File: config.mk
export PLATFORM = sky130hd
export DESIGN_NAME = yarp_mem_arbiter
export DESIGN_NICKNAME = d
export VERILOG_FILES = /design/src/rtl/yarp_mem_arbiter.sv
export SDC_FILE = /design/constraint.sdc
export NUM_CORES = 1
export LEC_CHECK = 0
export ABC_AREA = 0
export CAP_MARGIN = 30
export CORE_ASPECT_RATIO = 2
export CORE_MARGIN = 2
export CORE_UTILIZATION = 42
export CTS_CLUSTER_DIAMETER = 150
export CTS_CLUSTER_SIZE = 20
export DETAILED_ROUTE_END_ITERATION = 8
export GPL_TIMING_DRIVEN = 0
export PLACE_DENSITY_LB_ADDON = 0.3
export SKIP_LAST_GASP = 1
export SYNTH_ARGS = -nofsm -noshare
export SYNTH_HDL_FRONTEND = slang
export SYNTH_SLANG_ARGS = --single-unit
File: constraint.sdc
create_clock -name clk -period 2 [get_ports clk]
set_input_delay 0.2 -clock clk [delete_from_list [all_inputs] [get_ports clk]]
set_output_delay 0.2 -clock clk [all_outputs]
set_load 0.01 [all_outputs]
File: src/rtl/yarp_mem_arbiter.sv
// Arbitrates the I-fetch and load/store ports onto one memory port.
// Ports: i_* fetch side, d_* data side, mem_* memory side, busy_o.
module yarp_mem_arbiter #(
  parameter int         ADDR_W       = 32,
  parameter int         STARVE_LIMIT = 4,
  parameter logic [1:0] WORD_EN      = 2'b10
) (
  input  logic              clk,
  input  logic              reset_n,
  input  logic              i_req_i,
  input  logic [ADDR_W-1:0] i_addr_i,
  output logic              i_gnt_o,
  output logic              i_rvalid_o,
  output logic [31:0]       i_rdata_o,
  input  logic              d_req_i,
  input  logic              d_wr_i,
  input  logic [ADDR_W-1:0] d_addr_i,
  input  logic [31:0]       d_wdata_i,
  input  logic [1:0]        d_byte_en_i,
  output logic              d_gnt_o,
  output logic              d_rvalid_o,
  output logic [31:0]       d_rdata_o,
  output logic              mem_req_o,
  output logic              mem_wr_o,
  output logic [ADDR_W-1:0] mem_addr_o,
  output logic [31:0]       mem_wdata_o,
  output logic [1:0]        mem_byte_en_o,
  input  logic              mem_gnt_i,
  input  logic              mem_rvalid_i,
  input  logic [31:0]       mem_rdata_i,
  output logic              busy_o
);

  localparam int CW = $clog2(STARVE_LIMIT + 1);
  localparam logic [CW-1:0] LIMIT = CW'(STARVE_LIMIT);

  typedef enum logic [1:0] {
    IDLE,
    REQ,
    RESP
  } state_e;

  state_e              state_q, state_d;
  logic                owner_q, owner_d;
  logic [CW-1:0]       starve_q, starve_d;
  logic                mem_req_q, mem_req_d;
  logic                mem_wr_q, mem_wr_d;
  logic [ADDR_W-1:0]   mem_addr_q, mem_addr_d;
  logic [31:0]         mem_wdata_q, mem_wdata_d;
  logic [1:0]          mem_be_q, mem_be_d;
  logic [31:0]         i_rdata_q, i_rdata_d;
  logic [31:0]         d_rdata_q, d_rdata_d;
  logic                i_rvalid_q, i_rvalid_d;
  logic                d_rvalid_q, d_rvalid_d;
  logic                pick_d;
  logic                gnt;

  // D wins ties unless I has been passed over too often.
  assign pick_d = d_req_i &
                  ~(i_req_i & (starve_q == LIMIT));

  always_comb begin
    state_d     = state_q;
    owner_d     = owner_q;
    starve_d    = starve_q;
    mem_req_d   = mem_req_q;
    mem_wr_d    = mem_wr_q;
    mem_addr_d  = mem_addr_q;
    mem_wdata_d = mem_wdata_q;
    mem_be_d    = mem_be_q;
    i_rdata_d   = i_rdata_q;
    d_rdata_d   = d_rdata_q;
    i_rvalid_d  = 1'b0;
    d_rvalid_d  = 1'b0;
    unique case (state_q)
      IDLE: begin
        if (!i_req_i) starve_d = '0;
        if (d_req_i || i_req_i) begin
          state_d   = REQ;
          mem_req_d = 1'b1;
          owner_d   = pick_d;
          if (pick_d) begin
            mem_wr_d    = d_wr_i;
            mem_addr_d  = d_addr_i;
            mem_wdata_d = d_wdata_i;
            mem_be_d    = d_byte_en_i;
            if (i_req_i && starve_q != LIMIT)
              starve_d = starve_q + 1'b1;
          end else begin
            mem_wr_d    = 1'b0;
            mem_addr_d  = i_addr_i;
            mem_wdata_d = '0;
            mem_be_d    = WORD_EN;
            starve_d    = '0;
          end
        end
      end
      REQ: begin
        if (mem_gnt_i) begin
          mem_req_d = 1'b0;
          state_d   = mem_wr_q ? IDLE : RESP;
        end
      end
      RESP: begin
        if (mem_rvalid_i) begin
          state_d = IDLE;
          if (owner_q) begin
            d_rdata_d  = mem_rdata_i;
            d_rvalid_d = 1'b1;
          end else begin
            i_rdata_d  = mem_rdata_i;
            i_rvalid_d = 1'b1;
          end
        end
      end
      default: state_d = IDLE;
    endcase
  end

  always_ff @(posedge clk or negedge reset_n) begin
    if (!reset_n) begin
      state_q     <= IDLE;
      owner_q     <= 1'b0;
      starve_q    <= '0;
      mem_req_q   <= 1'b0;
      mem_wr_q    <= 1'b0;
      mem_addr_q  <= '0;
      mem_wdata_q <= '0;
      mem_be_q    <= '0;
      i_rdata_q   <= '0;
      d_rdata_q   <= '0;
      i_rvalid_q  <= 1'b0;
      d_rvalid_q  <= 1'b0;
    end else begin
      state_q     <= state_d;
      owner_q     <= owner_d;
      starve_q    <= starve_d;
      mem_req_q   <= mem_req_d;
      mem_wr_q    <= mem_wr_d;
      mem_addr_q  <= mem_addr_d;
      mem_wdata_q <= mem_wdata_d;
      mem_be_q    <= mem_be_d;
      i_rdata_q   <= i_rdata_d;
      d_rdata_q   <= d_rdata_d;
      i_rvalid_q  <= i_rvalid_d;
      d_rvalid_q  <= d_rvalid_d;
    end
  end

  // Grant is passed straight through so the owner sees it in the
  // same cycle the memory accepts.
  assign gnt           = (state_q == REQ) & mem_gnt_i;
  assign i_gnt_o       = gnt & ~owner_q;
  assign d_gnt_o       = gnt & owner_q;
  assign i_rvalid_o    = i_rvalid_q;
  assign d_rvalid_o    = d_rvalid_q;
  assign i_rdata_o     = i_rdata_q;
  assign d_rdata_o     = d_rdata_q;
  assign mem_req_o     = mem_req_q;
  assign mem_wr_o      = mem_wr_q;
  assign mem_addr_o    = mem_addr_q;
  assign mem_wdata_o   = mem_wdata_q;
  assign mem_byte_en_o = mem_be_q;
  assign busy_o        = (state_q != IDLE);

endmodule

Word-level counts from Yosys, hierarchy flattened
Index checks and enable logic that the tools add are counted.
- register bits: 140
- bits in latches: 0
- memory bits (writable): 0
- ROM bits: 0
- output and inout port bits: 137
- word-level logic and storage cells: 59
- memories kept: 0
- $add $sub $neg: 1
- multiply operators: 0
- div/mod/pow operators: 0
- magnitude comparators: 0
- eq/ne operators: 7
- shifts and indexed selects: 0
- mux-type cells: 22
- bitwise operators: 7
- reduce and logical (&&, ||, !) cells: 10
- operators by type and width (cell ; count):
    $mux W32 ; 2
    $mux W3 ; 4
    $reduce_and A3 Y1 ; 4
    $mux W2 ; 5
    $mux W1 ; 9
    $ne A2 B2 Y1 const B ; 3
    $pmux W2 S3 ; 1
    $and A1 B1 Y1 ; 5
    $reduce_bool A2 Y1 ; 2
    $add A3 B1 Y3 const B ; 1
    $eq A3 B3 Y1 const B ; 1
    $ne A3 B3 Y1 const B ; 1
    $eq A2 B1 Y1 const B ; 1
    $eq A2 B2 Y1 const B ; 1
    $logic_not A2 Y1 ; 1
    $not A1 Y1 ; 2
    $pmux W1 S2 ; 1
    $reduce_and A2 Y1 ; 1
    $logic_and A1 B1 Y1 ; 1
    $logic_or A1 B1 Y1 ; 1

Depth between registers and ports, before layout
- depth in word-level cells: 6
- depth in mapped cells: 7
- mapped depth without buffers: 5

Least setup slack after synthesis
OpenSTA, ideal clock, no wires.
- path type: register to register
- start point: register starve_q[0]
- end point: register mem_addr_q[2] (netlist: mem_addr_o[2])
- arrival: 1407 ps
- data required time: 1857 ps
- path slack: 451 ps
- cell stages (with the launch flop): 8
- cell sequence: dfrtp_1 > inv_1 > ha_1 > nand3_1 > and2_1 > clkbuf_1 > buf_2 > o221ai_1
- cells in the longest elaborated chain, start to end: 5
- ends and longest elaborated chain (element ; RTL line ; text):
    from (decl) ; 45 ; logic [CW-1:0] starve_q, starve_d;
    from (signal assigned) ; 137 ; starve_q <= starve_d;
    $eq A3 B3 Y1 ; 60 ; ~(i_req_i & (starve_q == LIMIT));
    $and A1 B1 Y1 ; 60 ;
    $not A1 Y1 ; 60 ;
    $and A1 B1 Y1 ; 59 ; assign pick_d = d_req_i &
    $mux W32 ; 82 ; if (pick_d) begin
    to (signal assigned) ; 140 ; mem_addr_q <= mem_addr_d;
    to (decl) ; 48 ; logic [ADDR_W-1:0] mem_addr_q, mem_addr_d;
No other way between the ends.
A chain may end at the register's enable or synchronous reset.

Worst setup path in the final report
- start point: register state_q[1]
- end point: output port busy_o
- cells in the longest elaborated chain, start to end: 1
- ends and longest elaborated chain (element ; RTL line ; text):
    from (decl) ; 43 ; state_e state_q, state_d;
    from (signal assigned) ; 135 ; state_q <= state_d;
    $reduce_bool A2 Y1 ; 164 ; assign busy_o = (state_q != IDLE);
    to (decl) ; 31 ; output logic busy_o
No other way between the ends.

==> impl_metrics.csv <==
group,metric,value,unit
global_routing,grt_pass1_wl,27.3,mm
timing,fin_ws,0.109,ns
detailed_routing,detail-route-antenna-nets,0,
detailed_routing,drt-wirelength-per-cell,18.5,um
global_routing,grt_pass1_vias,5381,
status,status,"completed",
timing,fin_crit,1.89,ns
yosys,syn_nets,581,
yosys,ys_seq_area_share,59.2,%
timing,hold_viol,0,
critical_path,crit_start,"state_q[1]$_DFFE_PN0P_",
global_routing,met3_usage,7.30,%
critical_path,worstPathMaxFanout,7,
flow_run,cap_violations,0,
power_and_ir_drop,leakage,4.08,nW
clock_tree,cts.reportedPaths.clkPinSlew,0.06,ns
yosys,async_flop_share,100,%
clock_tree,clk_path_buf_depth,2,
critical_path,crit_end,"busy_o",
detailed_routing,drc,0,
global_routing,antenna_found_initial,0,
timing,final-max-slew-violation-count,0,
die,initial_core_util,42.9,%
global_routing,grt_util_met2,44.9,%
timing,min_period_over_period,94.6,%
critical_path,ff2ff_setup_slack,0.21,ns
critical_path,start_kind,"flop",
timing,setup_viol,0,
die,io_pins,274,
die,fp.coreArea,0.0138,mm^2
die,fp.dieW,88.0,um
yosys,synth-edff-count,0,
timing,fmax,529,MHz
timing,tightest_slew,0.578,ns
clock_tree,cts.sinks,140,
layout,fin_nets,875,
layout,n_antenna_cell,0,
clock_tree,clk_latency,0.41,ns
yosys,syn_area,0.00592,mm^2
yosys,ys_seq_elements,140,
global_routing,grt.busiest_layer,"met2",
place,dpl.hpwl,13.7,mm
clock_tree,cts-htree-levels,4,
detailed_routing,drtIter0Drc,165,
critical_path,r2r_start,"starve_q[0]$_DFFE_PN0P_",
place,pre_cts_slack,0.0117,ns
yosys,ys_types,31,
clock_tree,cts_tree,"built",
layout,layout_commonest_cell,"clkdlybuf4s50_1",
timing,finalSetupTns,0,ns
critical_path,reg2reg_depth,7,
yosys,synthFlopType,"dfrtp_1",
yosys,syn_avg_cell_area,13.4,um^2
detailed_routing,num_vias,4917,
global_routing,grtUsageTotal,23.7,%
layout,area_growth,60.9,%
worst_hold_path,hold_class,"in2reg",
layout,seqCellArea,0.00350,mm^2
timing,skew,0.0125,ns
critical_path,end_kind,"output pin",
global_routing,grtUsageMet1,22.5,%
layout,drive_gt1_share,20.7,%
timing,rsz0062_at_grt,"no",
yosys,ys_warn_count,0,
global_routing,grt_max_degree,87,
detailed_routing,wl,17.4,mm
layout,multiInputGateArea,0.00206,mm^2
layout,layout_common_cells,"269 x clkdlybuf4s50_1, 139 x dfrtp_1, 61 x mux2_2",
place,portBuffers,272,
critical_path,rr_endpoint,"mem_wdata_o[6]$_DFFE_PN0P_",
clock_tree,cts_buffers,17,
critical_path,critical_path_class,"reg2out",
die,die_h,172,um
place,gp_congestion,0.834,
power_and_ir_drop,power_density,1560,mW/mm^2
die,dieArea,0.0151,mm^2
layout,fillers,1042,
detailed_routing,vias_per_cell,5.25,
clock_tree,root_buffer,"clkbuf_16",
yosys,netlist_instances,442,
critical_path,cp_data_required_time,1.80,ns
detailed_routing,dr.pass1.iters,4,
die,rows,61,
global_routing,grt.overflow.total,0,
critical_path,cp.arrival,1.69,ns
timing,relSlewSlack,61.4,%
power_and_ir_drop,vdd_drop_max,952,uV
per-stage QoR:
| step | hold slack, ns | std cells | utilization [%] | instance area, um^2 | power, mW |
|---|---|---|---|---|---|
| global placement | 0.465 | 903 | 64.3 | 8880 | 11.6 |
| detailed placement | 0.197 | 904 | 64.5 | 8910 | 11.9 |
| finish | 0.0915 | 937 | 69.0 | 9530 | 14.9 |
| CTS | 0.0806 | 937 | 68.8 | 9510 | 15.0 |
| floorplan | -0.0956 | 442 | - | 5920 | 8.08 |
| global route | 0.0995 | 937 | 69.0 | 9530 | 15.7 |
worst max-delay path, stage by stage, from the launching register on:
cell and delay [ns]:
dfrtp_2 0.45, nor2_4 0.21, inv_1 0.11, clkdlybuf4s50_1 0.51
area by class of cell:
cell class,instances,share of cell area [%]
inverters,38,1.50
clock inverters,14,1.55
clock buffers,17,4.47
plain buffers,39,2.42
well taps,189,2.48
multi-input cells,225,21.7
flip-flops and latches,140,36.8
repair buffers,275,29.1
flip-flops by register name, summed over array words and instances (netlist names):
register and cells:
d_rvalid_o 1, state_q 2, mem_req_o 1, i_rvalid_o 1
mem_addr_o 32, starve_q 3, i_rdata_o 32, owner_q 1
mem_byte_en_o 2, mem_wr_o 1, mem_wdata_o 32, d_rdata_o 32
logic make-up after synthesis:
group	Yosys count	synth area share, %
buffers and inverters	77	6.17
DFF	140	59.2
muxes	64	12.2
and+or+nand+nor	83	8.05
AOI/OAI and AO/OA	76	14.0
adders and majority gates	2	0.423
repair_timing:
action,in CTS,in global routing
buffers inserted,1,0
endpoints found under the setup margin,3,32
endpoints found under the hold margin,54,0
hold buffers,1,0
resized for setup,2,7
how the worst min path moves through the flow:
stage	startpoint	endpoint	depth (start not counted)	slack, ns
after global placement	mem_req_o$_DFFE_PN0P_	mem_req_o$_DFFE_PN0P_	1	0.46
after floorplan	reset_n	d_rdata_o[0]$_DFFE_PN0P_	0	-0.1
after global routing	d_req_i	starve_q[2]$_DFFE_PN0P_	2	0.1
after CTS	d_req_i	starve_q[2]$_DFFE_PN0P_	2	0.08
after detailed placement	reset_n	i_rdata_o[16]$_DFFE_PN0P_	1	0.20
final	d_req_i	mem_addr_o[1]$_DFFE_PN0P_	3	0.09
where the power goes:
part           switching, mW  internal (mW)
sequential             0.741           4.16
combinational           2.95           3.94
clock                   1.31           1.75
total                   5.00           9.85
Yosys cell counts (2+ instances only):
library cell	n	area (um^2)
ha_1	2	25.0
dfrtp_1	140	3500
nand2_1	2	7.51
o221ai_2	28	420
buf_6	6	67.6
o21ai_0	3	15.0
buf_4	3	22.5
nor2_1	2	7.51
mux2_2	61	687
nand3_1	33	165
a22o_1	34	298
buf_2	16	80.1
clkbuf_1	14	52.6
a21o_1	2	15.0
a32o_1	3	30.0
inv_1	38	143
o221ai_1	4	35.0
and3_1	2	12.5
mux2_1	3	33.8
nand4_1	33	206
nand2b_1	3	18.8
per-layer routing:
metal | share of wire [%] | wire, um | vias to the layer above
met2 | 57 | 9940 | 234
li1 | - | - | 2223
met5 | 0 | 0 | -
met4 | 3.0 | 520 | 0
met1 | 32 | 5520 | 2425
met3 | 8.0 | 1400 | 35
Note: power is estimated with default switching activity, not from simulation.
